## src/rtl/maxpool2x2_stream.sv

```systemverilog
// -----------------------------------------------------------------------------
// maxpool2x2_stream
// Streaming 2x2 / stride-2 max-pool for a two-channel, raster-order,
// valid-qualified feature map of FMAP_W x FMAP_H unsigned samples.
//
// Even-column beats are parked in a per-channel hold register. Odd-column
// beats form a horizontal pair maximum. On even rows that pair maximum goes
// into a half-width row buffer. On odd rows it is combined with the buffered
// value from the row above and emitted as the pooled result.
//
// Ports
//   clk         in   rising-edge clock
//   reset       in   synchronous, active-high reset
//   in_valid    in   in_data_0/1 carry one pixel this cycle
//   in_data_0   in   channel 0 pixel (DATA_W)
//   in_data_1   in   channel 1 pixel (DATA_W)
//   out_valid   out  one-cycle pulse, out_data_* / out_index valid
//   out_data_0  out  channel 0 pooled maximum (DATA_W)
//   out_data_1  out  channel 1 pooled maximum (DATA_W)
//   out_index   out  pooled position (row/2)*(FMAP_W/2) + col/2 (IDX_W)
//   frame_done  out  pulses with the last out_valid of a frame
// -----------------------------------------------------------------------------
module maxpool2x2_stream #(
    parameter int DATA_W = 8,
    parameter int FMAP_W = 6,
    parameter int FMAP_H = 6,
    parameter int IDX_W  = 4
) (
    input  logic              clk,
    input  logic              reset,
    input  logic              in_valid,
    input  logic [DATA_W-1:0] in_data_0,
    input  logic [DATA_W-1:0] in_data_1,
    output logic              out_valid,
    output logic [DATA_W-1:0] out_data_0,
    output logic [DATA_W-1:0] out_data_1,
    output logic [IDX_W-1:0]  out_index,
    output logic              frame_done
);

    localparam int HALF_W = FMAP_W / 2;
    // Row buffer depth is rounded up to a power of two so that the pair
    // column (col_cnt >> 1) indexes it with an exactly matching width.
    localparam int BUF_AW = (HALF_W > 1) ? $clog2(HALF_W) : 1;
    localparam int BUF_D  = 1 << BUF_AW;
    localparam int COL_W  = BUF_AW + 1;
    localparam int ROW_W  = $clog2(FMAP_H);

    localparam logic [COL_W-1:0] COL_LAST = COL_W'(FMAP_W - 1);
    localparam logic [ROW_W-1:0] ROW_LAST = ROW_W'(FMAP_H - 1);

    // Unsigned maximum of two samples.
    function automatic logic [DATA_W-1:0] max_u(
        input logic [DATA_W-1:0] a,
        input logic [DATA_W-1:0] b
    );
        return (a > b) ? a : b;
    endfunction

    logic [COL_W-1:0]  col_cnt_r;
    logic [ROW_W-1:0]  row_cnt_r;
    logic [DATA_W-1:0] hold_0_r;
    logic [DATA_W-1:0] hold_1_r;
    logic [IDX_W-1:0]  idx_cnt_r;
    logic [DATA_W-1:0] rowbuf_0_r [BUF_D];
    logic [DATA_W-1:0] rowbuf_1_r [BUF_D];

    logic [BUF_AW-1:0] pair_col_s;
    logic [DATA_W-1:0] pair_0_s;
    logic [DATA_W-1:0] pair_1_s;
    logic [DATA_W-1:0] pool_0_s;
    logic [DATA_W-1:0] pool_1_s;
    logic              col_last_s;
    logic              row_last_s;
    logic              odd_col_s;
    logic              odd_row_s;
    logic              emit_s;

    // Pair/pool maxima and beat classification for the current input.
    always_comb begin
        pair_col_s = col_cnt_r[COL_W-1:1];
        pair_0_s   = max_u(hold_0_r, in_data_0);
        pair_1_s   = max_u(hold_1_r, in_data_1);
        pool_0_s   = max_u(rowbuf_0_r[pair_col_s], pair_0_s);
        pool_1_s   = max_u(rowbuf_1_r[pair_col_s], pair_1_s);
        col_last_s = (col_cnt_r == COL_LAST);
        row_last_s = (row_cnt_r == ROW_LAST);
        odd_col_s  = col_cnt_r[0];
        odd_row_s  = row_cnt_r[0];
        emit_s     = in_valid & odd_col_s & odd_row_s;
    end

    // Raster position counters; next frame starts right after the last beat.
    always_ff @(posedge clk) begin
        if (reset) begin
            col_cnt_r <= {COL_W{1'b0}};
            row_cnt_r <= {ROW_W{1'b0}};
        end else if (in_valid) begin
            if (col_last_s) begin
                col_cnt_r <= {COL_W{1'b0}};
                if (row_last_s) begin
                    row_cnt_r <= {ROW_W{1'b0}};
                end else begin
                    row_cnt_r <= row_cnt_r + ROW_W'(1);
                end
            end else begin
                col_cnt_r <= col_cnt_r + COL_W'(1);
            end
        end
    end

    // Horizontal hold of the even-column sample.
    always_ff @(posedge clk) begin
        if (reset) begin
            hold_0_r <= {DATA_W{1'b0}};
            hold_1_r <= {DATA_W{1'b0}};
        end else if (in_valid && !odd_col_s) begin
            hold_0_r <= in_data_0;
            hold_1_r <= in_data_1;
        end
    end

    // Even-row pair maxima; always written before the odd row reads them,
    // so the buffer needs no reset.
    always_ff @(posedge clk) begin
        if (in_valid && odd_col_s && !odd_row_s) begin
            rowbuf_0_r[pair_col_s] <= pair_0_s;
            rowbuf_1_r[pair_col_s] <= pair_1_s;
        end
    end

    // Registered results. Results arrive strictly in index order, so a
    // running count replaces the (row/2)*(FMAP_W/2)+col/2 product.
    always_ff @(posedge clk) begin
        if (reset) begin
            out_valid  <= 1'b0;
            frame_done <= 1'b0;
            out_data_0 <= {DATA_W{1'b0}};
            out_data_1 <= {DATA_W{1'b0}};
            out_index  <= {IDX_W{1'b0}};
            idx_cnt_r  <= {IDX_W{1'b0}};
        end else begin
            out_valid  <= emit_s;
            frame_done <= emit_s & col_last_s & row_last_s;
            if (emit_s) begin
                out_data_0 <= pool_0_s;
                out_data_1 <= pool_1_s;
                out_index  <= idx_cnt_r;
                if (col_last_s && row_last_s) begin
                    idx_cnt_r <= {IDX_W{1'b0}};
                end else begin
                    idx_cnt_r <= idx_cnt_r + IDX_W'(1);
                end
            end
        end
    end

endmodule

```

## config.mk

```make
export PLATFORM = sky130hd
export DESIGN_NAME = maxpool2x2_stream
export DESIGN_NICKNAME = d
export VERILOG_FILES = /design/src/rtl/maxpool2x2_stream.sv
export SDC_FILE = /design/constraint.sdc
export NUM_CORES = 1
export LEC_CHECK = 0
export BUFFER_PORTS_ARGS = -buffer_cell sky130_fd_sc_hd__buf_4
export CORE_AREA = 10 10 169 108
export CTS_BUF_LIST = sky130_fd_sc_hd__clkbuf_8
export DETAILED_ROUTE_END_ITERATION = 12
export DIE_AREA = 0 0 179 118
export PLACE_DENSITY = 0.54
export SLEW_MARGIN = 20
export SYNTH_ARGS = -nofsm -noshare
export SYNTH_HDL_FRONTEND = slang
export SYNTH_SLANG_ARGS = --single-unit
```

## constraint.sdc

```tcl
create_clock -name clk -period 3.28 [get_ports clk]
set_input_delay 0.656 -clock clk [delete_from_list [all_inputs] [get_ports clk]]
set_output_delay 0.656 -clock clk [all_outputs]
set_load 0.005 [all_outputs]
```

## After elaboration in Yosys (flattened, before gate mapping)

Memories as Yosys holds them, arrays and structs flattened. A register that Yosys moved wholly into a read port is not among the register bits.
Cells that the tools add are included.

- Input port bits: 19
- Register bits after elaboration: 48
- Word-level logic and storage cells: 45
- Memories kept: 2
- Memory bits (writable): 64
- Output and inout port bits: 22

Memories:

| memory | words | bits a word | read ports | clocked after Yosys merged registers in | wr ports | RTL line | RTL |
|---|---|---|---|---|---|---|---|
| rowbuf_0_r | 4 | 8 | 1 | 1 | 1 | 65 | `logic [DATA_W-1:0] rowbuf_0_r [BUF_D];` |
| rowbuf_1_r | 4 | 8 | 1 | 1 | 1 | 66 | `logic [DATA_W-1:0] rowbuf_1_r [BUF_D];` |

- Equal/unequal tests: 2
- Reductions and logical operators: 7
- $lt $le $gt $ge: 4
- Bitwise gates (word level): 4
- Add/subtract/negate cells: 3
- Muxes and demuxes: 13

Operators by type and width:

| cell | number |
|---|---|
| $gt A8 B8 Y1 | 4 |
| $mux W8 | 4 |
| $mux W2 | 4 |
| $add A3 B1 Y3 const B | 2 |
| $eq A3 B3 Y1 const B | 2 |
| $mux W3 | 2 |
| $add A4 B1 Y4 const B | 1 |
| $and A1 B1 Y1 | 4 |
| $logic_and A1 B1 Y1 | 4 |
| $mux W4 | 1 |
| $logic_not A1 Y1 | 2 |
| $mux W1 | 2 |
| $reduce_and A2 Y1 | 1 |

## Longest topological paths before layout

Gate-level depths: netlist of run 1.

- Depth after elaboration: 4
- Mapped depth: 14

## Worst setup path before layout of run 1

No wires, ideal clock.

- Path type: input to register
- Start: input in_data_0[1]
- End: register out_data_0[0]
- Slack: -0.255 ns
- Buffers on the path: 0
- Required time: 3.160 ns
- Cell stages on the path: 14
- Library setup time: 0.120 ns
- Data arrival time: 3.415 ns
- Cell sequence: inv_1 > ha_1 > nor2b_1 > o211ai_1 > a21oi_2 > o22ai_4 > mux2i_1 > ha_1 > and3_4 > a221o_1 > a21oi_2 > a31oi_2 > and3_4 > a211o_1

- Word-level cells in the longest chain between the ends: 4

Ends and longest elaborated chain:

| what | RTL line | RTL |
|---|---|---|
| start: declaration | 32 | `input logic [DATA_W-1:0] in_data_0,` |
| $gt A8 B8 Y1 | 57 | `return (a > b) ? a : b;` |
| $mux W8 (*) | 57 |  |
| $gt A8 B8 Y1 | 57 |  |
| $mux W8 (*) | 57 |  |
| end signal: assignment | 138 | `out_data_0 <= {DATA_W{1'b0}};` |
| end signal: assignment | 146 | `out_data_0 <= pool_0_s;` |
| end: declaration | 35 | `output logic [DATA_W-1:0] out_data_0,` |

Mark *: on every way between the ends. The rest lies on a longest branch, timed or not.
A chain may end at the register's enable or synchronous reset.

## Worst setup path in the final report of run 1

- Start: register hold_1_r[1]
- End: register out_data_1[1]

- Word-level cells in the longest chain between the ends: 4

Ends and longest elaborated chain:

| what | RTL line | RTL |
|---|---|---|
| start: declaration | 63 | `logic [DATA_W-1:0] hold_1_r;` |
| start signal: assignment | 116 | `hold_1_r <= {DATA_W{1'b0}};` |
| start signal: assignment | 119 | `hold_1_r <= in_data_1;` |
| $gt A8 B8 Y1 | 57 |  |
| $mux W8 (*) | 57 |  |
| $gt A8 B8 Y1 | 57 |  |
| $mux W8 (*) | 57 |  |
| end signal: assignment | 139 | `out_data_1 <= {DATA_W{1'b0}};` |
| end signal: assignment | 147 | `out_data_1 <= pool_1_s;` |
| end: declaration | 36 | `output logic [DATA_W-1:0] out_data_1,` |

Marked as above.

==> results of run 1 <==
## critical path, cell delays in order (launching register included)
cell,delay [ns]
dfxtp_4,0.37
ha_4,0.24
nor2b_1,0.12
o211ai_1,0.18
a21oi_2,0.10
o22ai_4,0.18
mux2i_2,0.29
buf_4,0.18
ha_1,0.24
nor2b_1,0.14
o211ai_1,0.20
a21oi_2,0.11
or3_4,0.44
a41oi_2,0.17
o21ai_0,0.10
## what timing repair did
action	in CTS	in global routing
endpoints found under the setup margin	0	16
gates resized for setup	0	24
endpoints found under the hold margin	0	0
buffers inserted	0	2
## cell usage after synthesis, drive strengths merged (2+ instances only)
library cell and number:
a41oi 5, edfxtp 64, dfxtp 50, a31oi 8, nor2b 4, nor3 8, nand4 7, nor2 10
nand3b 3, o22ai 2, xor2 2, buf 7, o221ai 2, inv 33, ha 33, o211ai 3
nor3b 16, mux4 16, nand2 57, nand2b 4, clkbuf 14, mux2i 14, and3 3, o21ai 17
nand3 3, mux2 2, a21oi 41
## worst paths after layout
path,slack [ns],startpoint,endpoint
worst max-delay path,0.11,hold_1_r[1],out_data_1[1]
worst min-delay path,0.46,out_index[0],out_index[0]
worst max register to register,0.11,hold_1_r[1],out_data_1[1]
worst min register to register,0.46,out_index[0],out_index[0]
## stage by stage
stage,hold slack [ns],instances
after floorplan,0.444,438
final,0.461,752
after global placement,0.444,718
after detailed placement,0.453,718
after CTS,0.464,750
after global routing,0.491,752
## registers in the layout, indices dropped and copies added, names as in the netlist, named ones only
name        cells
col_cnt_r       3
out_index       4
idx_cnt_r       4
row_cnt_r       3
hold_1_r        8
hold_0_r        8
out_data_0      8
rowbuf_0_r     32
frame_done      1
out_valid       1
out_data_1      8
rowbuf_1_r     32
## cell type report
cell class / instances / area [um2]
fillers: 1429 / 8440
flip-flops and latches: 114 / 2930
multi-input cells: 270 / 2230
repair buffers: 100 / 754
inverters: 33 / 134
clock buffers: 17 / 234
clock inverters: 15 / 126
well taps: 203 / 254
## cells by family (layout without fill, tap and decap cells)
family	after synthesis	after routing	share of synthesized area
AO/OA/AOI/OAI	83	83	0.0998
XOR/XNOR	3	3	0.00504
adder cells (fa/ha/maj)	33	33	0.0792
buffers and inverters	54	165	0.0401
flip-flops	114	114	0.560
multiplexers	32	32	0.100
AND/OR/NAND/NOR	119	119	0.115
## layer usage
metal | routed length (um) | part of all wire | track usage
met3 | 668 | 0.053 | 0.0327
met4 | 62 | 0.0050 | 0.0417
met2 | 5150 | 0.41 | 0.166
met1 | 6630 | 0.53 | 0.175
met5 | 0 | 0 | 0
## power by group through the flow
stage          Combinational [uW]  Sequential (uW)  Clock, uW
6_report                      421             1560       1190
4_1_cts                       400             1560       1220
5_1_grt                       467             1560       1290
3_3_place_gp                  391             1590          0
3_5_place_dp                  398             1590          0
2_1_floorplan                 228             1590          0
==> impl_metrics.yaml, run 1 <==
die:
  ioPinCount: 41
  core-area_mm2: 0.0151
  die_w_um: 179
  rows: 35
  fp.dieArea_mm2: 0.0211
  die_y_um: 118
  start_util: 0.345
clocking:
  cts_buffers: 17
  clock_path_buffers: 2
  root_buffer: "clkbuf_8"
  h-tree-depth: 4
  clock-sinks: 114
  clk_pin_slew_ns: 0.08
  cts_tree: "done"
  hold_buffers: 0
  worstSkewPairLatency_ns: 0.43
cells_and_area:
  area_delta_synth_final_pct: 27.8
  mostFrequentLayoutCells: "buf_4, edfxtp_1, nand2_1, dfxtp_1, a21oi_1"
  layout-drive-gt1-share: 0.335
  fin_nets: 588
  layout_commonest_cell: "buf_4"
  diodes: 0
  post-route-util: 0.441
  stdcell_area_mm2: 0.00667
power_and_ir_drop:
  max-vdd-ir-drop_uv: 276
  p_clk_frac: 0.375
  power_density_mw_per_mm2: 475
  pwr-share-comb: 0.133
  sw_frac_of_total: 0.279
  total_power_uw: 3170
  p_int_uw: 2280
  p_seq_frac: 0.492
  power.switching_uw: 885
  leakage_uw: 0.00260
logic_synthesis:
  synth_top_area_frac: 0.368
  yosysWarningCount: 0
  yosysSeqAreaShare: 0.560
  synth_edf_count: 64
  syn_inst: 438
  ys_top_cells_by_area: "edfxtp_1, dfxtp_1, ha_1, mux4_2, nand2_1"
  postSynth.asyncResetShare: 0
  synth_cell_type_count: 42
  yosysTopAreaCell: "edfxtp_1"
  synth-main-ff-cell: "edfxtp_1"
  synthesis.nets: 490
  ys_ff_latch: 114
  syn-cell-area_mm2: 0.00522
  syn_area_per_cell_um2: 11.9
sta:
  max_freq_mhz: 316
  hold_viol: 0
  finalSetupViolCount: 0
  fin_skew_ns: 0.0156
  finalCritPeriodShare: 0.966
  layout_setup_ws_ns: 0.111
  maxSlewViolCount: 0
  fin_crit_ns: 3.17
  tns_ns: 0
  rsz0062_at_grt: "true"
  tightest_slew_ns: 0.858
  maxSlewHeadroom: 0.428
status:
  status: "complete, no violations"
drt:
  ant_nets: 0
  num_vias: 3640
  wirelength_um: 12500
  drt_iter0_drc: 346
  via_per_inst: 4.84
  avgRoutedWirePerCell_um: 16.6
  drt-pass1-iter-count: 5
  drc_errors: 0
worst_setup_path:
  cp_max_fo: 5
  cp_data_arrival_time_ns: 3.48
  cp.required_ns: 3.59
  r2r_cells: 14
  crit_path_start_kind: "register"
  path_class: "register to register"
  end_kind: "register"
global_routing:
  overflow: 0
  track_usage: 0.121
  grt_pass1_wl_um: 20200
  grt_start_max_net_pins: 50
  grt_pass1_vias: 3754
  antenna_found_initial: 0
placed_design:
  pre_cts_ws_ns: -0.280
  port_buffers: 40
  place_congestion: 0.836
  dpl_cell_area_mm2: 0.00620
  dp_hpwl_um: 9010
worst_hold_path:
  hold_class: "register to register"
  whs_path_depth: 2
run:
  cap_violations: 0
No activity file was read; power rests on OpenSTA's default activity.
==> run 2, diff against run 1 <==
Settings changed: PLACE_DENSITY 0.54 to not set.
==> impl_metrics.yaml, run 2 (synthesis results as in run 1) <==
sta:
  maxSlewViolCount: 0
  tightest_slew_ns: 0.893
  fin_skew_ns: 0.00810
  max_freq_mhz: 313
  layout_setup_ws_ns: 0.0883
  rsz0062_at_grt: "true"
  hold_viol: 0
  maxSlewHeadroom: 0.405
  finalCritPeriodShare: 0.973
  finalSetupViolCount: 0
  fin_crit_ns: 3.19
die:
  ioPinCount: 41
  start_util: 0.345
  rows: 35
  core-area_mm2: 0.0151
  die_y_um: 118
  fp.dieArea_mm2: 0.0211
  die_w_um: 179
global_routing:
  grt_pass1_wl_um: 20500
  overflow: 0
  grt_pass1_vias: 3703
  track_usage: 0.125
  antenna_found_initial: 1
  grt_start_max_net_pins: 50
cells_and_area:
  mostFrequentLayoutCells: "buf_4, edfxtp_1, nand2_1, dfxtp_1, a21oi_1"
  regArea_mm2: 0.00293
  diodes: 0
  area_delta_synth_final_pct: 27.5
  layout_commonest_cell: "buf_4"
  layout-drive-gt1-share: 0.322
  fin_cells: 750
  fin_nets: 586
  multi_input_area_mm2: 0.00220
  top_regs: "rowbuf_0_r (32), rowbuf_1_r (32)"
  fillers: 1408
clocking:
  cts_buffers: 17
  worstSkewPairLatency_ns: 0.43
  clock_path_buffers: 2
  clock-sinks: 114
  hold_buffers: 0
  cts_tree: "done"
  h-tree-depth: 4
  clk_pin_slew_ns: 0.07
  root_buffer: "clkbuf_8"
placed_design:
  dp_hpwl_um: 9460
  placedCellCount: 715
  pre_cts_ws_ns: -0.370
  port_buffers: 40
  place_congestion: 0.823
drt:
  ant_nets: 0
  drt_iter0_drc: 242
  num_vias: 3759
  drt-pass1-iter-count: 5
  via_per_inst: 5.01
  avgRoutedWirePerCell_um: 17.6
  drc_errors: 0
  wirelength_um: 13200
power_and_ir_drop:
  leakage_uw: 0.00262
  pwr-share-comb: 0.127
  p_seq_frac: 0.473
  max-vdd-ir-drop_uv: 224
  p_int_uw: 2480
  sw_frac_of_total: 0.250
  power_density_mw_per_mm2: 497
  p_clk_frac: 0.400
  power.switching_uw: 826
worst_setup_path:
  crit_path_start_kind: "register"
  path_class: "register to register"
  end_kind: "register"
  cp_max_fo: 6
  cp.required_ns: 3.60
  cp_data_arrival_time_ns: 3.51
worst_hold_path:
  hold_class: "register to register"
status:
  status: "complete, no violations"
run:
  cap_violations: 0
==> run 2: routing by layer <==
layer	up-vias	global-route usage	share of wire
met2	101	0.171	0.42
met5	-	0	0
met3	19	0.0359	0.067
met4	0	0.0443	0.013
met1	1830	0.182	0.50
li1	1809	-	-
==> run 2: critical path: stages, from the launching register on <==
cell and delay (ns):
dfxtp_4 0.36, ha_4 0.23, nor2b_1 0.12, o211ai_1 0.21, a21oi_2 0.11, o22ai_4 0.26
mux2i_2 0.31, ha_1 0.29, and3_4 0.18, a221o_1 0.35, a21oi_4 0.19, a31oi_4 0.07
and3_4 0.17, a211o_1 0.21
==> run 2: path summary, 6_finish.rpt <==
| check | from | endpoint | slack (ns) | depth (start not counted) |
|---|---|---|---|---|
| worst min register to register | out_index[0] | out_index[0] | 0.46 | 2 |
| worst max register to register | hold_0_r[1] | out_data_0[0] | 0.09 | 13 |
| worst min-delay path | out_index[0] | out_index[0] | 0.46 | 2 |
| worst max-delay path | hold_0_r[1] | out_data_0[0] | 0.09 | 13 |
==> run 2: per-stage QoR <==
stage	util	total power, uW	TNS (ns)	hold WS (ns)	cell area, um2
4_1_cts	0.436	3320	0	0.463	6590
2_1_floorplan	-	1810	-0.0260	0.444	5280
5_1_grt	0.440	3440	-0.0968	0.493	6650
3_5_place_dp	0.409	1990	-4.32	0.452	6180
3_3_place_gp	0.409	1970	-2.78	0.448	6180
6_report	0.440	3300	0	0.459	6650
==> run 2: power by group through the flow <==
stage	Sequential (uW)	Clock [uW]	Combinational [uW]
3_5_place_dp	1590	0	395
6_report	1560	1320	421
4_1_cts	1560	1360	400
5_1_grt	1560	1420	461
2_1_floorplan	1590	0	228
3_3_place_gp	1590	0	382
==> run 2: cell type report <==
type / count / share of cell area
clock buffer: 17 / 0.0352
clock inverter: 15 / 0.0252
inverter: 33 / 0.0201
multi-input combinational: 271 / 0.331
sequential: 114 / 0.440
tap: 203 / 0.0382
timing repair buffer: 97 / 0.110
==> run 2: timing repair <==
| item | 4_1_cts | 5_1_grt |
|---|---|---|
| pin swaps | 0 | 3 |
| resized for setup | 1 | 12 |
| gates cloned | 0 | 1 |
| setup buffers | 0 | 2 |
| setup endpoints to repair | 1 | 15 |
==> run 3, diff against run 2 <==
Settings changed: CORE_AREA 10 10 169 108 to 10 10 128 142, DIE_AREA 0 0 179 118 to 0 0 138 152.
==> impl_metrics.yaml, run 3 (synthesis results as in run 1) <==
status:
  status: "complete, no violations"
die:
  rows: 48
  die_w_um: 138
  die_y_um: 152
  fp.dieArea_mm2: 0.0210
  ioPinCount: 41
  core-area_mm2: 0.0154
  start_util: 0.339
drt:
  num_vias: 3754
  drc_errors: 0
  ant_nets: 0
  drt_iter0_drc: 222
  avgRoutedWirePerCell_um: 16.4
  wirelength_um: 12200
  via_per_inst: 5.05
  drt-pass1-iter-count: 4
global_routing:
  overflow: 0
  grt_pass1_wl_um: 19900
  grt_pass1_vias: 3894
  grt_start_max_net_pins: 42
  track_usage: 0.117
  antenna_found_initial: 0
power_and_ir_drop:
  power_density_mw_per_mm2: 480
  p_int_uw: 2390
  power.switching_uw: 786
  p_seq_frac: 0.491
  sw_frac_of_total: 0.247
  p_clk_frac: 0.378
  leakage_uw: 0.00257
  pwr-share-comb: 0.131
  max-vdd-ir-drop_uv: 273
clocking:
  cts_buffers: 17
  h-tree-depth: 4
  hold_buffers: 0
  root_buffer: "clkbuf_8"
  clock_path_buffers: 2
  cts_tree: "done"
  worstSkewPairLatency_ns: 0.43
  clock-sinks: 114
  clk_pin_slew_ns: 0.07
worst_hold_path:
  hold_class: "register to register"
sta:
  maxSlewHeadroom: 0.440
  maxSlewViolCount: 0
  layout_setup_ws_ns: 0.0911
  fin_crit_ns: 3.19
  finalCritPeriodShare: 0.972
  tightest_slew_ns: 0.840
  finalSetupViolCount: 0
  rsz0062_at_grt: "true"
  max_freq_mhz: 314
  hold_viol: 0
  fin_skew_ns: 0.00721
worst_setup_path:
  crit_path_start_kind: "register"
  end_kind: "register"
  cp_max_fo: 9
  cp.required_ns: 3.60
  cp_data_arrival_time_ns: 3.50
  path_class: "register to register"
cells_and_area:
  mostFrequentLayoutCells: "buf_4, edfxtp_1, nand2_1, dfxtp_1, a21oi_1"
  top_regs: "rowbuf_0_r (32), rowbuf_1_r (32)"
  diodes: 0
  fin_nets: 583
  fillers: 1455
  layout-drive-gt1-share: 0.317
  area_delta_synth_final_pct: 27.0
  stdcell_area_mm2: 0.00662
  layout_commonest_cell: "buf_4"
run:
  cap_violations: 0
placed_design:
  port_buffers: 40
  dp_hpwl_um: 8790
  pre_cts_ws_ns: -0.333
  place_congestion: 0.867
  dpl_cell_area_mm2: 0.00615
==> run 3: changes by cell type in the layout (fill, tap and decap cells not counted), sizes merged <==
cell,change
clkinv,-2
buf,-2
bufinv,-1
inv,+1
clkinvlp,+1
a31oi,-1
==> run 3: per-stage QoR <==
step | TNS [ns] | total power [uW] | cells | utilization | hold WS [ns]
final | 0 | 3180 | 743 | 0.431 | 0.460
after global routing | -0.117 | 3320 | 743 | 0.431 | 0.485
after CTS | 0 | 3180 | 738 | 0.424 | 0.466
after detailed placement | -3.97 | 1980 | 707 | 0.400 | 0.456
after global placement | -2.95 | 1960 | 707 | 0.400 | 0.444
after floorplan | -0.0260 | 1810 | 438 | - | 0.444
==> run 3: timing repair <==
action	4_1_cts	5_1_grt
setup buffers	0	5
resized for setup	0	20
setup endpoints to repair	0	14
endpoints found under the hold margin	0	0
==> run 3: per-layer routing <==
metal	global-route usage	part of all wire
met5	0	0
met4	0.0447	0.010
met2	0.202	0.52
met1	0.134	0.44
met3	0.0312	0.028
==> run 3: cell type report <==
class,count,area (um2),area share
clock buffer,17,234,0.0353
clock inverter,14,124,0.0187
inverter,33,134,0.0202
multi-input combinational,270,2220,0.336
sequential,114,2930,0.442
tap,200,250,0.0378
timing repair buffer,95,729,0.110
==> run 3: critical path, stage by stage (launching register included) <==
cell      delay [ns]
dfxtp_4         0.36
ha_4            0.24
nor2b_1         0.13
o211ai_1        0.19
a21oi_2         0.10
o22ai_4         0.29
mux2i_2         0.31
ha_1            0.29
and3_4          0.16
a221o_1         0.32
a21oi_2         0.18
a31oi_4         0.09
buf_6           0.16
a31oi_4         0.16
o21ai_1         0.08
==> run 3: final timing paths <==
kind / start / to / depth (start not counted) / slack, ns
worst max-delay path: hold_0_r[1] / out_data_0[3] / 14 / 0.09
worst max register to register: hold_0_r[1] / out_data_0[3] / 14 / 0.09
worst min-delay path: out_index[1] / out_index[1] / 2 / 0.46
worst min register to register: out_index[1] / out_index[1] / 2 / 0.46
==> run 3: power groups by stage <==
| stage | registers [uW] | logic, uW | clock network (uW) |
|---|---|---|---|
| 2_1_floorplan | 1590 | 228 | 0 |
| 3_3_place_gp | 1590 | 373 | 0 |
| 3_5_place_dp | 1590 | 386 | 0 |
| 4_1_cts | 1560 | 388 | 1240 |
| 5_1_grt | 1560 | 459 | 1300 |
| 6_report | 1560 | 417 | 1200 |
